<file path="src/rtl/cdb_arbiter_pkg.sv">
// Shared CDB types: broadcast packet layout and functional-unit indices.
package cdb_arbiter_pkg;

  typedef struct packed {
    logic [31:0] result;
    logic [3:0]  dest_ROB_entry;
    logic        branch_result;
    logic        load_step1;
  } CDB_packet_t;

  localparam int unsigned CDB_PKT_W = $bits(CDB_packet_t);

  typedef enum logic [1:0] {
    FU_ADD = 2'd0,
    FU_BR  = 2'd1,
    FU_LD  = 2'd2,
    FU_MUL = 2'd3
  } fu_idx_e;

endpackage

</file>
<file path="src/rtl/cdb_arbiter_rr_picker.sv">
// Round-robin picker: first set request at or after ptr, wrapping modulo NUM_FU.
module rr_picker #(
  parameter int unsigned NUM_FU = 4,
  parameter int unsigned PTR_W  = $clog2(NUM_FU)
) (
  input  logic [NUM_FU-1:0] req,
  input  logic [PTR_W-1:0]  ptr,
  output logic [NUM_FU-1:0] gnt,
  output logic [PTR_W-1:0]  gnt_idx
);

  logic        found;
  int unsigned idx;

  // Walking from ptr in ascending order is the rotate / priority-encode /
  // unrotate in one pass; ptr is always < NUM_FU so one subtraction wraps.
  always_comb begin
    gnt     = '0;
    gnt_idx = '0;
    found   = 1'b0;
    idx     = 0;
    for (int unsigned i = 0; i < NUM_FU; i++) begin
      idx = int'(ptr) + i;
      if (idx >= NUM_FU) idx = idx - NUM_FU;
      if (!found && req[idx]) begin
        found    = 1'b1;
        gnt[idx] = 1'b1;
        gnt_idx  = PTR_W'(idx);
      end
    end
  end

endmodule

</file>
<file path="src/rtl/cdb_arbiter.sv">
// Common Data Bus arbiter: round-robin grant among FUs, registered broadcast.
module cdb_arbiter
  import cdb_arbiter_pkg::*;
#(
  parameter int unsigned NUM_FU = 4,
  parameter int unsigned PTR_W  = $clog2(NUM_FU)
) (
  input  logic                     clk,
  input  logic                     reset,
  input  logic [NUM_FU-1:0]        fu_valid,
  input  CDB_packet_t [NUM_FU-1:0] fu_pkt,
  input  logic                     cdb_stall,
  input  logic                     flush,
  output logic [NUM_FU-1:0]        fu_yumi,
  output logic                     cdb_valid,
  output CDB_packet_t              cdb_pkt
);

  logic [PTR_W-1:0]  rr_ptr;
  logic [PTR_W-1:0]  rr_ptr_next;
  logic [NUM_FU-1:0] gnt;
  logic [PTR_W-1:0]  gnt_idx;
  logic              grant_ok;
  logic              grant;

  rr_picker #(
    .NUM_FU (NUM_FU),
    .PTR_W  (PTR_W)
  ) u_picker (
    .req     (fu_valid),
    .ptr     (rr_ptr),
    .gnt     (gnt),
    .gnt_idx (gnt_idx)
  );

  // Grant is only issued when the bus can actually accept the packet.
  always_comb begin
    grant_ok    = reset && !cdb_stall && !flush;
    grant       = grant_ok && (|fu_valid);
    fu_yumi     = grant_ok ? gnt : '0;
    rr_ptr_next = (gnt_idx == PTR_W'(NUM_FU - 1)) ? '0 : gnt_idx + PTR_W'(1);
  end

  // Output register and pointer; flush beats stall, stall re-presents.
  always_ff @(posedge clk) begin
    if (!reset) begin
      cdb_valid <= 1'b0;
      cdb_pkt   <= '0;
      rr_ptr    <= '0;
    end else if (flush) begin
      cdb_valid <= 1'b0;
    end else if (cdb_stall) begin
      cdb_valid <= cdb_valid;
    end else if (grant) begin
      cdb_valid <= 1'b1;
      cdb_pkt   <= fu_pkt[gnt_idx];
      rr_ptr    <= rr_ptr_next;
    end else begin
      cdb_valid <= 1'b0;
    end
  end

endmodule

</file>
<file path="config.mk">
export PLATFORM = sky130hd
export DESIGN_NAME = cdb_arbiter
export DESIGN_NICKNAME = d
export VERILOG_FILES = /design/src/rtl/cdb_arbiter_pkg.sv /design/src/rtl/cdb_arbiter_rr_picker.sv /design/src/rtl/cdb_arbiter.sv
export SDC_FILE = /design/constraint.sdc
export NUM_CORES = 1
export LEC_CHECK = 0
export CORE_UTILIZATION = 60
export CTS_CLUSTER_DIAMETER = 150
export CTS_CLUSTER_SIZE = 10
export DETAILED_ROUTE_END_ITERATION = 8
export DONT_BUFFER_PORTS = 1
export GPL_TIMING_DRIVEN = 1
export PLACE_DENSITY = 0.76
export SLEW_MARGIN = 0
export SYNTH_ARGS = -nofsm -noshare
export SYNTH_HDL_FRONTEND = slang
export SYNTH_SLANG_ARGS = --single-unit
</file>
<file path="constraint.sdc">
create_clock -name clk -period 4.07 [get_ports clk]
set_input_delay 0.814 -clock clk [delete_from_list [all_inputs] [get_ports clk]]
set_output_delay 0.814 -clock clk [all_outputs]
set_load 0.05 [all_outputs]
</file>
## Word level (Yosys, flattened, before mapping)

Index checks and enable logic that the tools add are counted.

| word-level totals | value |
|---|---|
| register bits | 41 |
| input port bits | 160 |
| output and inout port bits | 43 |
| logic and storage cells | 88 |

| operators by class | value |
|---|---|
| $add $sub $neg | 8 |
| order comparisons | 13 |
| equality and inequality tests | 1 |
| mux-type cells | 36 |
| bitwise operators | 6 |
| reduce and logical (&&, ||, !) cells | 18 |

Operators by type and width:

| cell | count |
|---|---|
| 32-bit by 1-bit >= comparator with 1-bit output, second input constant | 4 |
| 32-bit by 3-bit less-than comparator with 1-bit output, second input constant | 4 |
| 32-bit two-way mux | 4 |
| 32-bit by 3-bit >= comparator with 1-bit output, second input constant | 3 |
| 32-bit by 3-bit subtractor with 32-bit output, second input constant | 3 |
| 38-bit binary-select mux with 2-bit select | 1 |
| 38-bit two-way mux | 1 |
| 4-bit two-way mux | 5 |
| 1-bit two-way mux | 12 |
| 4-bit bitwise OR | 3 |
| 1-bit logical AND | 10 |
| 2-bit two-way mux | 5 |
| 1-bit binary-select mux with 2-bit select | 4 |
| 1-bit demux with 2-bit select | 4 |
| 2-bit by 2-bit adder with 3-bit output, second input constant | 2 |
| 1-bit logical NOT | 5 |
| 4-bit OR reduction | 1 |
| 2-bit by 3-bit subtractor with 4-bit output, second input constant | 1 |
| 2-bit by 1-bit adder with 3-bit output, second input constant | 1 |
| 2-bit by 3-bit >= comparator with 1-bit output, second input constant | 1 |
| 2-bit by 3-bit less-than comparator with 1-bit output, second input constant | 1 |
| 1-bit NOT | 3 |
| 3-bit AND reduction | 1 |
| 2-bit by 1-bit adder with 2-bit output, second input constant | 1 |
| other kinds (2) | 2 |

## Logic depth before layout (Yosys ltp)

Gate-level depths: netlist (run 1).

| logic depth | value |
|---|---|
| depth in word-level cells | 16 |
| gate-level depth with buffers | 13 |
| gate-level depth less buffers | 8 |

## Hierarchy

Synthesis (run 1) repeated with hierarchy kept, for this count alone.

| unflattened totals | value |
|---|---|
| cell total of the unflattened synthesis | 288 |
| area, all modules | 2916.5 um^2 |

Modules (own cells, without submodules):

| module | instances | cells an instance | area each (um^2) | seq. area each (um^2) |
|---|---|---|---|---|
| cdb_arbiter | 1 | 237 | 2438.6 | 820.8 |
| rr_picker | 1 | 51 | 478.0 | 0.0 |

## Worst setup path before layout (run 1)

Ideal clock, no wire load.

| timing path | value |
|---|---|
| path type | register to output |
| from | register rr_ptr[0] |
| to | output port fu_yumi[0] |
| data arrival time | 3333 ps |
| data required time | 3256 ps |
| setup slack | -77 ps |
| stages on the path, launching flop included | 12 |
| buffers on the path | 4 |
| cells stage by stage | dfxtp_1 buf_6 inv_1 clkbuf_1 ha_1 buf_2 mux4_2 nor2b_1 buf_2 a221o_1 o21ai_0 a21oi_1 |

| on the way | value |
|---|---|
| longest elaborated chain between the ends | 15 |
| elaborated cells between the ends (all ways) | 60 |
| those cells by class | add/sub: 7; order compare: 12; mux: 28; bitwise: 3; reduce/logical: 10 |

RTL lines:

| element | RTL line | source |
|---|---|---|
| start, declared | cdb_arbiter.sv:19 | `logic [PTR_W-1:0] rr_ptr;` |
| start signal, assigned | cdb_arbiter.sv:57 | `rr_ptr <= rr_ptr_next;` |
| parallel branches: the longest is 13 deep, another holds 32-bit by 3-bit subtractor with 32-bit output | - |  |
| 4-bit two-way mux (*) | cdb_arbiter_rr_picker.sv:25 | `if (!found && req[idx]) begin` |
| 4-bit two-way mux (*) | cdb_arbiter.sv:40 | `fu_yumi = grant_ok ? gnt : '0;` |
| end, declared | cdb_arbiter.sv:14 | `output logic [NUM_FU-1:0] fu_yumi,` |

Mark *: on every way between the ends. The select of a mux whose other input is x is not followed.

## Worst setup path after layout (run 1)

| timing path | value |
|---|---|
| from | register rr_ptr[1] |
| to | output port fu_yumi[2] |

The elaborated chain is that of the path after synthesis.

==> results by group, run 1 <==
Status
  • Status: finished clean

Worst setup path
  • Startpoint Class: register
  • Reg-to-Reg End: cdb_pkt[4]
  • Crit path required time: 3260 ps
  • WS Path Type: register to primary output
  • Worst Reg2Reg Path Length in Cells: 9
  • Worst reg2reg startpoint: rr_ptr[1]
  • CP Buf/Inv Count: 2
  • CP Max Fanout: 8
  • Crit path largest cell delay: 630 ps
  • Slowest cell on crit path: mux4_2
  • Worst Setup SP: rr_ptr[1]
  • Crit-path cells: inv_1 -> ha_1 -> mux4_2 -> nor2b_2 -> a221o_1 -> o21ai_0 -> a21oi_2 -> buf_12
  • CP delay by family, top: multiplexers
  • Critical path capture point type: primary output
  • Arr. time, crit path: 2990 ps
  • Worst R2R Setup Slack: 910 ps

Placement
  • GP Congestion: 0.903
  • Dpl hpwl: 7.13 mm
  • # port buffers: 0
  • DP Area: 0.00354 mm^2
  • Pre-CTS setup slack: 501 ps
  • Post-placement cell count: 500

Drt
  • Drc violations: 0
  • Via density: 7.06
  • Iteration-0 DRC Markers: 274
  • Routed wire length: 10.4 mm
  • DRT Pass-1 Iters: 5
  • Vias: 3585
  • Antenna viol nets, final: 0
  • Avg WL per Cell: 20.5 um

Logic synthesis
  • Async S/R FF share, synth: 0%
  • Syn_area_per_cell: 7.63 um^2
  • Synth Area in XOR/XNOR: 0.497%
  • Post-synth cell types: 42
  • Synth Area in Adders: 1.77%
  • Synth Area in Compound Gates: 39.0%
  • Seq/Total Area, Yosys: 23.3%
  • Seq cells post-synth: 41
  • Mapped Area: 0.00353 mm^2
  • Synth Flop Type: dfxtp_1
  • Largest family of logic cells by synthesized area: compound AO/OA/AOI/OAI gates
  • Net Count, Synth: 627
  • Multiplexer share of the synthesized area: 13.6%
  • Simple-gate share of the synthesized area: 13.9%
  • Post-synth EDFFs: 0
  • Post-Synthesis Cells: 462
  • Yosys warns: 0

Die
  • # IOs: 203
  • Starting density of the core: 63.3%
  • Die width: 78.7 um
  • Floorplan Core Area: 0.00557 mm^2
  • Die ar.: 0.00619 mm^2
  • Row cnt: 27
  • Die Span Y: 78.7 um

Finish
  • # fillers: 455
  • Final Cell Area: 0.00366 mm^2
  • Synthesis-to-finish area growth: 3.69%
  • Area of the multi-input gates: 0.00245 mm^2
  • Layout Nets: 600
  • FF+latch area: 822 um^2
  • Most common cell after layout, fill and taps aside: o21ai_0
  • Util after Layout: 65.6%
  • Commonest cells after routing, fill and taps aside: o21ai_0, nand2_1, a21oi_1, dfxtp_1
  • Inserted Diodes: 0
  • Final Non-Filler Cells: 508
  • Layout cells sized above 1: 8.72%

CTS
  • Hold_buf cts: 0
  • CTS tree: built
  • Number of buffers created by CTS: 5
  • Clk Latency, worst-skew pair: 300 ps
  • Clock Pin Slew Worst Setup and Hold Paths: 90 ps
  • Post-CTS setup repair buffer count: 0
  • Clock tree buffer depth: 2
  • CTS root buf: clkbuf_8
  • Num Clock Sinks: 41
  • H-Tree Depth: 2

Power and ir drop
  • Power Density: 376 mW/mm^2
  • Peak supply drop: 0.000168 V
  • Design Power: 1.37 mW
  • Leakage dissipation: 1.40 nW

STA
  • Worst rel slew slack: 49.4%
  • Slew Limit Fails: 0
  • Least-Margin Pin Slew: 759 ps
  • Fmax: 263 MHz
  • Hold Slack: 591 ps
  • Final Hold Vio Count: 0
  • Period utilization: 93.4%
  • Setup violators final: 0
  • Final TNS setup: 0 ps
  • RSZ-0062 raised after global routing: false
  • Setup WS post-layout: 270 ps
  • Min cycle time layout: 3800 ps
  • Skew final: 12.3 ps

Run
  • Max_cap viols: 0

Global route
  • Overall Global Routing Usage: 32.3%
  • Initial antenna violation count: 0
  • First-pass GRT wire length: 16.1 mm
  • Vias in the first global route: 3263
  • Overflow after GRT: 0
  • Largest net degree at the start of global routing: 44

Worst hold path
  • Hold_sp: flush
  • WHS Endpoint: cdb_valid
  • WHS Path Cells: 1
  • Hold Path Class: input port to register
-- cell families after synthesis --
kind of cell	count (synthesis)
flops	41
compound gates	216
buf+inv	52
simple gates	101
fa+ha+maj	5
mux	45
xor+xnor	2
-- synthesized netlist by cell type (2+ instances only) --
master | instances | share of area, %
nor3b_1 | 3 | 0.64
a221o_1 | 4 | 1.1
and2_1 | 2 | 0.35
mux2_2 | 2 | 0.64
a22o_1 | 37 | 9.2
inv_1 | 3 | 0.32
and3b_1 | 2 | 0.50
nor2_1 | 4 | 0.43
mux2i_1 | 40 | 11
a21oi_1 | 45 | 6.4
buf_2 | 8 | 1.1
buf_4 | 4 | 0.85
nor2b_1 | 2 | 0.35
clkbuf_1 | 26 | 2.8
ha_1 | 5 | 1.8
o211ai_1 | 39 | 8.3
nand2_1 | 44 | 4.7
buf_1 | 3 | 0.32
o21ai_1 | 37 | 5.3
o21ai_0 | 45 | 6.4
dfxtp_1 | 41 | 23
buf_6 | 8 | 2.6
nand3_1 | 38 | 5.4
mux4_2 | 2 | 1.3
-- repair_timing --
item | in CTS | in global routing
setup endpoints to repair | 0 | 4
resized for setup | 0 | 1
hold endpoints to repair | 0 | 0
-- where the power goes --
| group | total (mW) | switching, mW | internal (mW) |
|---|---|---|---|
| logic | 0.434 | 0.250 | 0.183 |
| clock network | 0.352 | 0.152 | 0.200 |
| registers | 0.587 | 0.150 | 0.438 |
| total | 1.37 | 0.552 | 0.821 |
-- how the worst max path moves through the flow --
stage            endpoint  slack [ps]  cells past startpoint
3_5_place_dp   fu_yumi[2]         500                      8
4_1_cts        fu_yumi[2]         170                      8
2_1_floorplan  fu_yumi[3]         100                     10
3_3_place_gp   fu_yumi[1]         610                      8
6_report       fu_yumi[2]         270                      8
5_1_grt        fu_yumi[2]          70                      8
-- registers in the layout, summed over array words and instances, names as in the netlist --
name       count
cdb_valid      1
cdb_pkt       38
rr_ptr         2
-- layer usage --
layer | vias to the layer above | global-route usage (%) | wire [um]
met1 | 1668 | 37.4 | 3980
met5 | - | 0 | 0
met2 | 207 | 57.1 | 5260
met3 | 13 | 9.65 | 1020
met4 | 0 | 8.70 | 131
li1 | 1697 | - | -
-- layout make-up --
| class | instances | share of cell area, % |
|---|---|---|
| Timing Repair Buffer | 15 | 4.45 |
| Clock buffer | 7 | 2.36 |
| Multi-Input combinational cell | 369 | 67.1 |
| Inverter | 3 | 0.308 |
| Tap cell | 72 | 2.46 |
| Clock inverter | 1 | 0.821 |
| Sequential cell | 41 | 22.5 |
Note: power is estimated with default switching activity, not from simulation.
==> run 2: changes to the inputs <==
--- a/config.mk
+++ b/config.mk
@@ -5,13 +5,13 @@
 export SDC_FILE = /design/constraint.sdc
 export NUM_CORES = 1
 export LEC_CHECK = 0
-export CORE_UTILIZATION = 60
+export CORE_UTILIZATION = 55
 export CTS_CLUSTER_DIAMETER = 150
 export CTS_CLUSTER_SIZE = 10
 export DETAILED_ROUTE_END_ITERATION = 8
 export DONT_BUFFER_PORTS = 1
 export GPL_TIMING_DRIVEN = 1
-export PLACE_DENSITY = 0.76
+export PLACE_DENSITY = 0.7
 export SLEW_MARGIN = 0
 export SYNTH_ARGS = -nofsm -noshare
 export SYNTH_HDL_FRONTEND = slang
==> run 2 against run 1 <==
Compared with the run above: register-to-register slack got worse by 60 ps; power decreased by 5.1%; global-route usage decreased by 3.7 points; highest routed layer unchanged; sequential power decreased by 0.7%; core utilization decreased by 5.6 points; critical path depth increased by 1; cell count increased by 0.39%; critical path type unchanged; sequential share of layout area increased by 0.12 points.
==> results by group, run 2 (synthesized netlist as in run 1, its figures left out) <==
CTS
  • Clock Pin Slew Worst Setup and Hold Paths: 80 ps
  • CTS tree: built
  • Clk Latency, worst-skew pair: 290 ps
  • H-Tree Depth: 2
  • Hold_buf cts: 0
  • Post-CTS setup repair buffer count: 0
  • Num Clock Sinks: 41
  • Number of buffers created by CTS: 5
  • Cts repair resizes: 0
  • Clock tree buffer depth: 2
  • CTS root buf: clkbuf_8

Global route
  • Initial antenna violation count: 0
  • Overflow after GRT: 0
  • First-pass GRT wire length: 15.0 mm
  • Overall Global Routing Usage: 28.6%
  • Vias in the first global route: 3229
  • Largest net degree at the start of global routing: 44

Worst setup path
  • Crit path required time: 3260 ps
  • WS Path Type: register to primary output
  • Worst R2R Setup Slack: 850 ps
  • CP Buf/Inv Count: 3
  • CP delay by family, top: multiplexers
  • Startpoint Class: register
  • Slowest cell on crit path: mux4_2
  • Crit-path cells: inv_1 -> ha_2 -> mux4_2 -> nor2b_2 -> buf_4 -> a221o_1 -> o21ai_0 -> a21oi_2 -> buf_12
  • CP Max Fanout: 21
  • Crit path largest cell delay: 610 ps
  • Critical path capture point type: primary output
  • Arr. time, crit path: 3030 ps

Finish
  • # fillers: 559
  • Final Cell Area: 0.00364 mm^2
  • Inserted Diodes: 0
  • Final Non-Filler Cells: 510
  • Layout Nets: 600
  • Largest regs: cdb_pkt (38), rr_ptr (2), cdb_valid (1)
  • Commonest cells after routing, fill and taps aside: o21ai_0, nand2_1, a21oi_1, dfxtp_1
  • Largest register FFs: 38
  • Util after Layout: 60.0%
  • Synthesis-to-finish area growth: 3.16%
  • Most common cell after layout, fill and taps aside: o21ai_0
  • Layout cells sized above 1: 8.74%
  • Reg with most FFs: cdb_pkt

Power and ir drop
  • P_sw: 0.544 mW
  • Internal power: 0.759 mW
  • Clock Power Share: 21.3%
  • Leakage dissipation: 1.39 nW
  • Design Power: 1.30 mW
  • Seq pwr share: 44.7%
  • Peak supply drop: 0.000182 V
  • Net Sw Frac: 41.7%
  • Gate power share: 34.0%
  • Power Density: 358 mW/mm^2

Worst hold path
  • Hold Path Class: input port to register

Die
  • Die Span Y: 82.1 um
  • # IOs: 203
  • Floorplan Core Area: 0.00606 mm^2
  • Die ar.: 0.00673 mm^2
  • Starting density of the core: 58.2%
  • Row cnt: 28
  • Die width: 82.1 um

Placement
  • Post-placement cell count: 503
  • DP Area: 0.00355 mm^2
  • # port buffers: 0
  • Pre-CTS setup slack: 454 ps
  • Dpl hpwl: 7.12 mm
  • GP Congestion: 0.880

Run
  • Max_cap viols: 0

STA
  • Fmax: 260 MHz
  • Skew final: 4.57 ps
  • Least-Margin Pin Slew: 903 ps
  • Slew Limit Fails: 0
  • RSZ-0062 raised after global routing: false
  • Worst rel slew slack: 39.7%
  • Setup violators final: 0
  • Final TNS setup: 0 ps
  • Min cycle time layout: 3850 ps
  • Setup WS post-layout: 225 ps
  • Period utilization: 94.5%
  • Final Hold Vio Count: 0
  • Hold Slack: 588 ps

Drt
  • Antenna viol nets, final: 0
  • Via density: 6.96
  • DRT Pass-1 Iters: 4
  • Iteration-0 DRC Markers: 218
  • Avg WL per Cell: 20.2 um
  • Routed wire length: 10.3 mm
  • Drc violations: 0
  • Vias: 3550

Status
  • Status: finished clean
## run 2: routing by layer
| layer | up-vias | part of all wire (%) | GRT usage (%) |
|---|---|---|---|
| met2 | 196 | 49 | 48.2 |
| met1 | 1640 | 39 | 34.1 |
| li1 | 1691 | - | - |
| met3 | 23 | 9.3 | 7.33 |
| met5 | - | 0 | 0 |
| met4 | 0 | 2.4 | 11.9 |
## run 2: path summary, 6_finish.rpt
path,endpoint,startpoint,depth (start not counted)
setup / recovery,fu_yumi[2],rr_ptr[1],9
hold / removal,cdb_valid,flush,1
setup reg to reg,cdb_pkt[30],rr_ptr[1],9
hold reg to reg,rr_ptr[1],rr_ptr[1],2
## run 2: cell type report
class | count | area [um^2] | share of cell area, %
Multi-Input combinational cell | 369 | 2460 | 67.7
Sequential cell | 41 | 822 | 22.6
Inverter | 3 | 11.3 | 0.310
Clock buffer | 7 | 86.3 | 2.37
Timing Repair Buffer | 15 | 163 | 4.47
Tap cell | 75 | 93.8 | 2.58
## run 2: power groups by stage
stage	logic (mW)	registers (mW)	clock network [mW]
after floorplan	0.384	0.587	0
after global placement	0.425	0.592	0
after detailed placement	0.437	0.593	0
after CTS	0.439	0.583	0.286
after global routing	0.483	0.589	0.299
final	0.443	0.583	0.277
==> run 3: changes to the inputs <==
--- a/config.mk
+++ b/config.mk
@@ -5,13 +5,13 @@
 export SDC_FILE = /design/constraint.sdc
 export NUM_CORES = 1
 export LEC_CHECK = 0
-export CORE_UTILIZATION = 55
+export CORE_UTILIZATION = 48
 export CTS_CLUSTER_DIAMETER = 150
 export CTS_CLUSTER_SIZE = 10
 export DETAILED_ROUTE_END_ITERATION = 8
 export DONT_BUFFER_PORTS = 1
 export GPL_TIMING_DRIVEN = 1
-export PLACE_DENSITY = 0.7
+export PLACE_DENSITY = 0.63
 export SLEW_MARGIN = 0
 export SYNTH_ARGS = -nofsm -noshare
 export SYNTH_HDL_FRONTEND = slang
==> run 3 against run 2 <==
Compared with the run above: clock power rose by 29%; sequential cell count did not move; sequential share of layout area shrank 0.25 points; fmax grew 1.6%; sequential power up 0.7%; wire length up 5.1%; worst setup slack better by 61 ps; critical path depth shrank 1; register-to-register slack better by 110 ps; highest routed layer unchanged; largest cell class unchanged; via count rose by 0.25%; clock skew increased by 3.3 ps; global-route usage fell by 2.2 points; critical path type unchanged.
==> results by group, run 3 (synthesized netlist as in run 1, its figures left out) <==
Placement
  • # port buffers: 0
  • Dpl hpwl: 7.36 mm
  • Pre-CTS setup slack: 496 ps
  • Post-placement cell count: 524
  • GP Congestion: 0.820

Worst setup path
  • Critical path capture point type: primary output
  • WS Path Type: register to primary output
  • Crit path required time: 3260 ps
  • Arr. time, crit path: 2970 ps
  • CP Max Fanout: 8
  • Slowest cell on crit path: mux4_2
  • Startpoint Class: register
  • Crit path largest cell delay: 620 ps
  • Crit-path cells: inv_1 -> ha_1 -> mux4_2 -> nor2b_2 -> a221o_1 -> o21ai_0 -> a21oi_2 -> buf_12

Finish
  • Synthesis-to-finish area growth: 4.33%
  • Layout Nets: 600
  • Largest regs: cdb_pkt (38), rr_ptr (2), cdb_valid (1)
  • Reg with most FFs: cdb_pkt
  • Inserted Diodes: 0
  • Commonest cells after routing, fill and taps aside: o21ai_0, nand2_1, a21oi_1, dfxtp_1
  • Largest register FFs: 38
  • Final Non-Filler Cells: 532
  • Layout cells sized above 1: 8.72%
  • Most common cell after layout, fill and taps aside: o21ai_0

CTS
  • Cts repair resizes: 0
  • CTS root buf: clkbuf_8
  • Hold_buf cts: 0
  • Clock Pin Slew Worst Setup and Hold Paths: 80 ps
  • Clock tree buffer depth: 2
  • H-Tree Depth: 2
  • Num Clock Sinks: 41
  • Number of buffers created by CTS: 5
  • Post-CTS setup repair buffer count: 0
  • CTS tree: built
  • Clk Latency, worst-skew pair: 300 ps

Power and ir drop
  • Power Density: 376 mW/mm^2
  • Peak supply drop: 0.000177 V
  • Internal power: 0.822 mW
  • Gate power share: 31.6%
  • Net Sw Frac: 40.5%
  • Seq pwr share: 42.5%
  • P_sw: 0.560 mW
  • Design Power: 1.38 mW
  • Clock Power Share: 25.9%
  • Leakage dissipation: 1.39 nW

STA
  • Final TNS setup: 0 ps
  • Min cycle time layout: 3780 ps
  • Period utilization: 93.0%
  • Setup violators final: 0
  • Slew Limit Fails: 0
  • Final Hold Vio Count: 0
  • Skew final: 7.85 ps
  • Least-Margin Pin Slew: 963 ps
  • Fmax: 264 MHz
  • Worst rel slew slack: 35.7%
  • Setup WS post-layout: 286 ps
  • RSZ-0062 raised after global routing: false

Global route
  • First-pass GRT wire length: 16.2 mm
  • Overflow after GRT: 0
  • Initial antenna violation count: 0
  • Largest net degree at the start of global routing: 44
  • Vias in the first global route: 3201
  • Overall Global Routing Usage: 26.4%

Drt
  • Via density: 6.69
  • DRT Pass-1 Iters: 4
  • Iteration-0 DRC Markers: 219
  • Avg WL per Cell: 20.4 um
  • Routed wire length: 10.9 mm
  • Vias: 3559
  • Drc violations: 0
  • Antenna viol nets, final: 0

Status
  • Status: finished clean

Die
  • Die ar.: 0.00769 mm^2
  • Row cnt: 30
  • Floorplan Core Area: 0.00694 mm^2
  • Starting density of the core: 50.8%
  • Die Span Y: 87.7 um
  • # IOs: 203
  • Die width: 87.7 um

Run
  • Max_cap viols: 0

Worst hold path
  • Hold Path Class: input port to register
[run 3: final timing paths]
| path | start | cells past startpoint | end | slack (ps) |
|---|---|---|---|---|
| hold reg to reg | rr_ptr[1] | 2 | rr_ptr[1] | 690 |
| setup / recovery | rr_ptr[1] | 8 | fu_yumi[0] | 290 |
| hold / removal | flush | 1 | cdb_valid | 590 |
| setup reg to reg | rr_ptr[1] | 9 | cdb_pkt[3] | 960 |
[run 3: power groups by stage]
stage          logic, mW  registers [mW]  clock network (mW)
2_1_floorplan      0.384           0.587                   0
3_3_place_gp       0.422           0.596                   0
3_5_place_dp       0.433           0.597                   0
4_1_cts            0.434           0.587               0.363
5_1_grt            0.477           0.592               0.380
6_report           0.437           0.587               0.358
[run 3: worst max-delay path, delay by kind of cell (launching register included)]
| family | cells | cell delay (ps) |
|---|---|---|
| mux | 1 | 620 |
| compound gates | 3 | 530 |
| flops | 1 | 490 |
| fa+ha+maj | 1 | 450 |
| buf+inv | 2 | 350 |
| simple gates | 1 | 230 |
[run 3: routing by layer]
layer,share of wire (%),vias up,global-route usage (%)
met5,0,-,0
li1,-,1691,-
met4,1.7,0,8.94
met2,49,200,43.6
met1,40,1652,33.5
met3,9.9,16,6.60
[run 3: area by class of cell]
| type | instances | area [um^2] |
|---|---|---|
| Multi-Input combinational cell | 369 | 2460 |
| Inverter | 3 | 11.3 |
| Clock inverter | 1 | 30.0 |
| Sequential cell | 41 | 822 |
| Fill cell | 689 | 3270 |
| Clock buffer | 7 | 86.3 |
| Timing Repair Buffer | 15 | 150 |
| Tap cell | 96 | 120 |
[run 3: per-stage QoR]
step / util (%) / hold WS, ps / instance area (um^2)
after floorplan: - / 585 / 3540
after global placement: 51.3 / 653 / 3560
after detailed placement: 51.3 / 660 / 3560
after CTS: 53.0 / 585 / 3680
after global routing: 53.0 / 580 / 3680
final: 53.0 / 587 / 3680
